===== src/rtl/button_pkg.sv =====
// Shared types and default timing for the button conditioner.
package button_pkg;

  localparam int unsigned CLK_PER_MS_DEF  = 100000;
  localparam int unsigned DEBOUNCE_MS_DEF = 10;

  typedef enum logic [1:0] {
    ST_RELEASED     = 2'd0,
    ST_PRESS_PEND   = 2'd1,
    ST_PRESSED      = 2'd2,
    ST_RELEASE_PEND = 2'd3
  } chan_state_e;

endpackage


===== src/rtl/debounce_chan.sv =====
// One button channel: 2-flop synchronizer, debounce FSM with stable-tick
// counter, registered press pulse and debounced level.
//
// state           | meaning
// ST_RELEASED     | debounced level 0, input low
// ST_PRESS_PEND   | input high, counting stable ms ticks toward a press
// ST_PRESSED      | debounced level 1, held presses never repeat
// ST_RELEASE_PEND | input low, counting stable ms ticks toward a release
module debounce_chan
  import button_pkg::*;
#(
  parameter int unsigned DEBOUNCE_MS = DEBOUNCE_MS_DEF
) (
  input  logic clk,
  input  logic clear,
  input  logic tick_i,
  input  logic btn_i,
  output logic press_o,
  output logic level_o
);

  localparam int unsigned CW = $clog2(DEBOUNCE_MS + 1);
  localparam logic [CW-1:0] CNT_LAST = CW'(DEBOUNCE_MS - 1);

  logic          sync1_q, sync2_q;
  chan_state_e   state_q, state_d;
  logic [CW-1:0] cnt_q, cnt_d;
  logic          press_q, press_d;
  logic          level_q, level_d;

  // Bring the raw button into the clk domain before anything looks at it.
  always_ff @(posedge clk or posedge clear) begin
    if (clear) begin
      sync1_q <= 1'b0;
      sync2_q <= 1'b0;
    end else begin
      sync1_q <= btn_i;
      sync2_q <= sync1_q;
    end
  end

  // Next state and counter; a sync change always wins over a coincident tick.
  always_comb begin
    state_d = state_q;
    cnt_d   = cnt_q;
    case (state_q)
      ST_RELEASED: begin
        if (sync2_q) begin
          state_d = ST_PRESS_PEND;
          cnt_d   = '0;
        end
      end
      ST_PRESS_PEND: begin
        if (!sync2_q) begin
          state_d = ST_RELEASED;
          cnt_d   = '0;
        end else if (tick_i) begin
          cnt_d = cnt_q + CW'(1);
          if (cnt_q == CNT_LAST) state_d = ST_PRESSED;
        end
      end
      ST_PRESSED: begin
        if (!sync2_q) begin
          state_d = ST_RELEASE_PEND;
          cnt_d   = '0;
        end
      end
      ST_RELEASE_PEND: begin
        if (sync2_q) begin
          state_d = ST_PRESSED;
          cnt_d   = '0;
        end else if (tick_i) begin
          cnt_d = cnt_q + CW'(1);
          if (cnt_q == CNT_LAST) state_d = ST_RELEASED;
        end
      end
      default: begin
        state_d = ST_RELEASED;
        cnt_d   = '0;
      end
    endcase
  end

  // Only a fresh acceptance pulses; returning from a rejected release does not.
  always_comb begin
    press_d = (state_q == ST_PRESS_PEND) && (state_d == ST_PRESSED);
    level_d = (state_d == ST_PRESSED) || (state_d == ST_RELEASE_PEND);
  end

  // FSM, counter and output registers.
  always_ff @(posedge clk or posedge clear) begin
    if (clear) begin
      state_q <= ST_RELEASED;
      cnt_q   <= '0;
      press_q <= 1'b0;
      level_q <= 1'b0;
    end else begin
      state_q <= state_d;
      cnt_q   <= cnt_d;
      press_q <= press_d;
      level_q <= level_d;
    end
  end

  assign press_o = press_q;
  assign level_o = level_q;

endmodule


===== src/rtl/button_conditioner.sv =====
// Debounces N_BTN push buttons against a shared 1 ms tick and emits a
// one-clk press pulse plus a debounced level per channel.
module button_conditioner
  import button_pkg::*;
#(
  parameter int unsigned N_BTN       = 2,
  parameter int unsigned CLK_PER_MS  = CLK_PER_MS_DEF,
  parameter int unsigned DEBOUNCE_MS = DEBOUNCE_MS_DEF
) (
  input  logic             clk,
  input  logic             clear,
  input  logic [N_BTN-1:0] btn_in,
  output logic [N_BTN-1:0] press,
  output logic [N_BTN-1:0] level
);

  localparam int unsigned PW = (CLK_PER_MS > 1) ? $clog2(CLK_PER_MS) : 1;
  localparam logic [PW-1:0] PRE_LAST = PW'(CLK_PER_MS - 1);

  logic [PW-1:0] pre_q, pre_d;
  logic          tick;

  assign tick  = (pre_q == PRE_LAST);
  assign pre_d = tick ? '0 : pre_q + PW'(1);

  // Free-running ms prescaler shared by every channel.
  always_ff @(posedge clk or posedge clear) begin
    if (clear) pre_q <= '0;
    else       pre_q <= pre_d;
  end

  for (genvar i = 0; i < N_BTN; i++) begin : g_chan
    debounce_chan #(
      .DEBOUNCE_MS(DEBOUNCE_MS)
    ) u_chan (
      .clk    (clk),
      .clear  (clear),
      .tick_i (tick),
      .btn_i  (btn_in[i]),
      .press_o(press[i]),
      .level_o(level[i])
    );
  end

endmodule


===== config.mk =====
export PLATFORM = sky130hd
export DESIGN_NAME = button_conditioner
export DESIGN_NICKNAME = d
export VERILOG_FILES = /design/src/rtl/button_pkg.sv /design/src/rtl/debounce_chan.sv /design/src/rtl/button_conditioner.sv
export SDC_FILE = /design/constraint.sdc
export NUM_CORES = 1
export LEC_CHECK = 0
export BUFFER_PORTS_ARGS = -buffer_cell sky130_fd_sc_hd__clkbuf_2
export CAP_MARGIN = 20
export CORE_UTILIZATION = 45
export DETAILED_ROUTE_END_ITERATION = 8
export PLACE_DENSITY = 0.71
export SYNTH_ARGS = -nofsm -noshare
export SYNTH_HDL_FRONTEND = slang
export SYNTH_HIERARCHICAL = 1
export SYNTH_SLANG_ARGS = --single-unit

===== constraint.sdc =====
create_clock -name clk -period 4.49 [get_ports clk]
set_input_delay 0.2245 -clock clk [delete_from_list [all_inputs] [get_ports clk]]
set_output_delay 0.2245 -clock clk [all_outputs]
set_load 0.02 [all_outputs]

==> metrics.txt <==
pins over their slew limit=0; total grt overflow=0; vias in the first global route=1182; CTS clk-pin slew, worst paths=0.07 ns; Final Cycle Share=55.05%; Routed WL=2791 um; die area=4037 sq um; largest net degree at the start of global routing=24; final setup vio count=0; synth top area cells=dfrtp_1 (51%), xnor2_1 (7.7%), ha_1 (3.7%); Layout area overhead=9.839%; placed inst area=1777 sq um; syn_nets=162; CTS tree=done; I/O Pins=8; Tot Pwr=0.5545 mW; Pwr Density=296.2 nW/um^2; Max Cap Viol=0; Finished Layout Cells=212; number of CTS-inserted buffers=5; Yosys reg bits=35; type of the worst setup path=reg -> reg; CP required=between 4 and 5 ns; DRC errors left=0; area of the multi-input gates=774.5 sq um; worst-path maximum fanout=23; layout cells sized above 1=approximately an eighth; Fin. Hold Viols=0; worst rel slew slack=between 40% and 50%; Commonest cells post-synth=dfrtp_1 (35), xnor2_1 (15), nand2_1 (11); DRT iter0 DRCs=54; maximum VDD drop=0.2014 mV; HP Class=in -> reg; clk buf depth=2; Fillers=326; WP data arrival=between 2 and 3 ns; worst slew pin tran=~0.82 ns; Reg area=875.8 sq um; Cells after Synth=about 150; vias after detailed routing=1137; chip width=63.54 um; sequential area share after synthesis=51.40%; routability cong.=0.7323; hpwl dp=1971 um; root buf cell=clkbuf_8; Async SR Flop Fraction=between 90% and 100%; Critical Path Sink Type=flop; clock sink total=35; die height=about 64 um; Nets=174; Cell variety after synth=30; cell accounting for the most synthesized area=dfrtp_1; IO buf count=7; synthesized cell area=between 1500 and 2000 sq um; gr usage total=around 17%; Final Skew=0.01191 ns; first-pass iteration count of the detailed router=4; most common cell in the netlist=dfrtp_1; Fmax achieved=404.5 MHz; Place WS=around 2.0 ns; drt wl/cell=approximately 13 um; synth warn=6; initial antenna violation count=0; main flop type after synthesis=dfrtp_1; Inst Count DP=203; TNS Setup=0 ns; Post-synth EDFFs=0; unrepaired setup endpoints after global routing=false; Worst-Skew Late Latency=0.29 ns; post-detailed-route count of antenna-violating nets=0; Static Leak=0.8248 nW; placement row count=21; HP Start=btn_in[0]; Starting Density=between 40% and 50%; crit path from=pre_q[0]$_DFF_PP0_; H-tree depth=2; status=finished, final reports clean; first-pass GRT wire length=5175 um; Via density=approximately 5.4; Final WS setup=approximately 2.0 ns; core area=3468 sq um; post-synth top area share=51.40%; crit path launch type=flop; crit path time final=around 2.5 ns; Final Instance Area=1872 sq um; RR Startpoint=pre_q[0]$_DFF_PP0_; synthesized area per cell=11.14 sq um; n_diodes=0
==> power breakdown <==
group / leakage, nW / switching (mW) / internal (mW)
logic: 0.323 / 0.0110 / 0.00369
clock network: 0.0412 / 0.111 / 0.108
registers: 0.461 / 0.00226 / 0.318
==> through the flow <==
stage | util, % | hold slack (ns)
global placement | 51.23 | 0.2088
detailed placement | 51.23 | 0.2248
floorplan | - | 0.05242
finish | 53.97 | 0.03731
CTS | 53.97 | 0.02402
global route | 53.97 | 0.01874
==> routing by layer <==
layer  track usage (%)  share of wire [%]  up-vias
met2             25.93                 48       17
met1             20.94                 46      552
li1                  -                  -      559
met3             6.703                3.6        9
met5                 0                  0        -
met4             8.523                2.4        0
==> critical path, stage by stage, from the launching register on <==
cell,delay (ns)
dfrtp_1,0.39
ha_1,0.22
nand3_1,0.13
nor2_1,0.20
and4_1,0.77
nand4_1,0.28
mux2_1,0.37
==> layout make-up <==
| cell class | count | area share, % |
|---|---|---|
| sequential | 35 | 46.79 |
| multi-input combinational | 106 | 41.38 |
| clock buffer | 6 | 3.877 |
| tap | 46 | 3.075 |
| timing repair buffer | 8 | 2.406 |
| inverter | 9 | 1.805 |
| clock inverter | 2 | 0.6684 |
==> timing repair <==
item	4_1_cts	5_1_grt
setup buffers	0	0
gates resized for setup	0	0
hold buffers	1	0
endpoints found under the hold margin	18	0
==> kinds of logic after synthesis <==
| family | synth area share (%) |
|---|---|
| XOR/XNOR | 10.79 |
| adder cells (fa/ha/maj) | 3.671 |
| AO/OA/AOI/OAI | 6.901 |
| multiplexers | 1.321 |
| buffers and inverters | 3.156 |
| flip-flops | 51.40 |
| AND/OR/NAND/NOR | 22.76 |
==> flip-flops by register name, indices dropped and copies added (netlist names) <==
signal and count:
g_chan.u_chan/state_q 2, g_chan.u_chan/sync2_q 2, pre_q 17, g_chan.u_chan/sync1_q 2, g_chan.u_chan/press_o 2, g_chan.u_chan/level_o 2
g_chan.u_chan/cnt_q 8
==> placed cells by master (no fill, tap or decap), drive strengths merged, types with 3 or more instances in the layout <==
master  count
xor2        6
inv         9
nand3       7
nor2b       3
clkbuf     13
nor2       10
nand2      11
dfrtp      35
nor4        4
nand4      11
nor3        7
a31o        4
ha          5
xnor2      15
==> worst paths after layout <==
path	to	slack, ns	cells past startpoint
worst max-delay path	g_chan[1].u_chan/level_o$_DFF_PP0_	2.02	6
worst max register to register	g_chan[1].u_chan/level_o$_DFF_PP0_	2.02	6
max in group asynchronous	pre_q[12]$_DFF_PP0_	3.51	3
worst min register to register	g_chan[0].u_chan/sync2_q$_DFF_PP0_	0.35	0
min in group asynchronous	g_chan[0].u_chan/cnt_q[2]$_DFFE_PP0P_	0.46	3
worst min-delay path	g_chan[0].u_chan/sync1_q$_DFF_PP0_	0.04	1
Power figures use the tool's default switching activity.
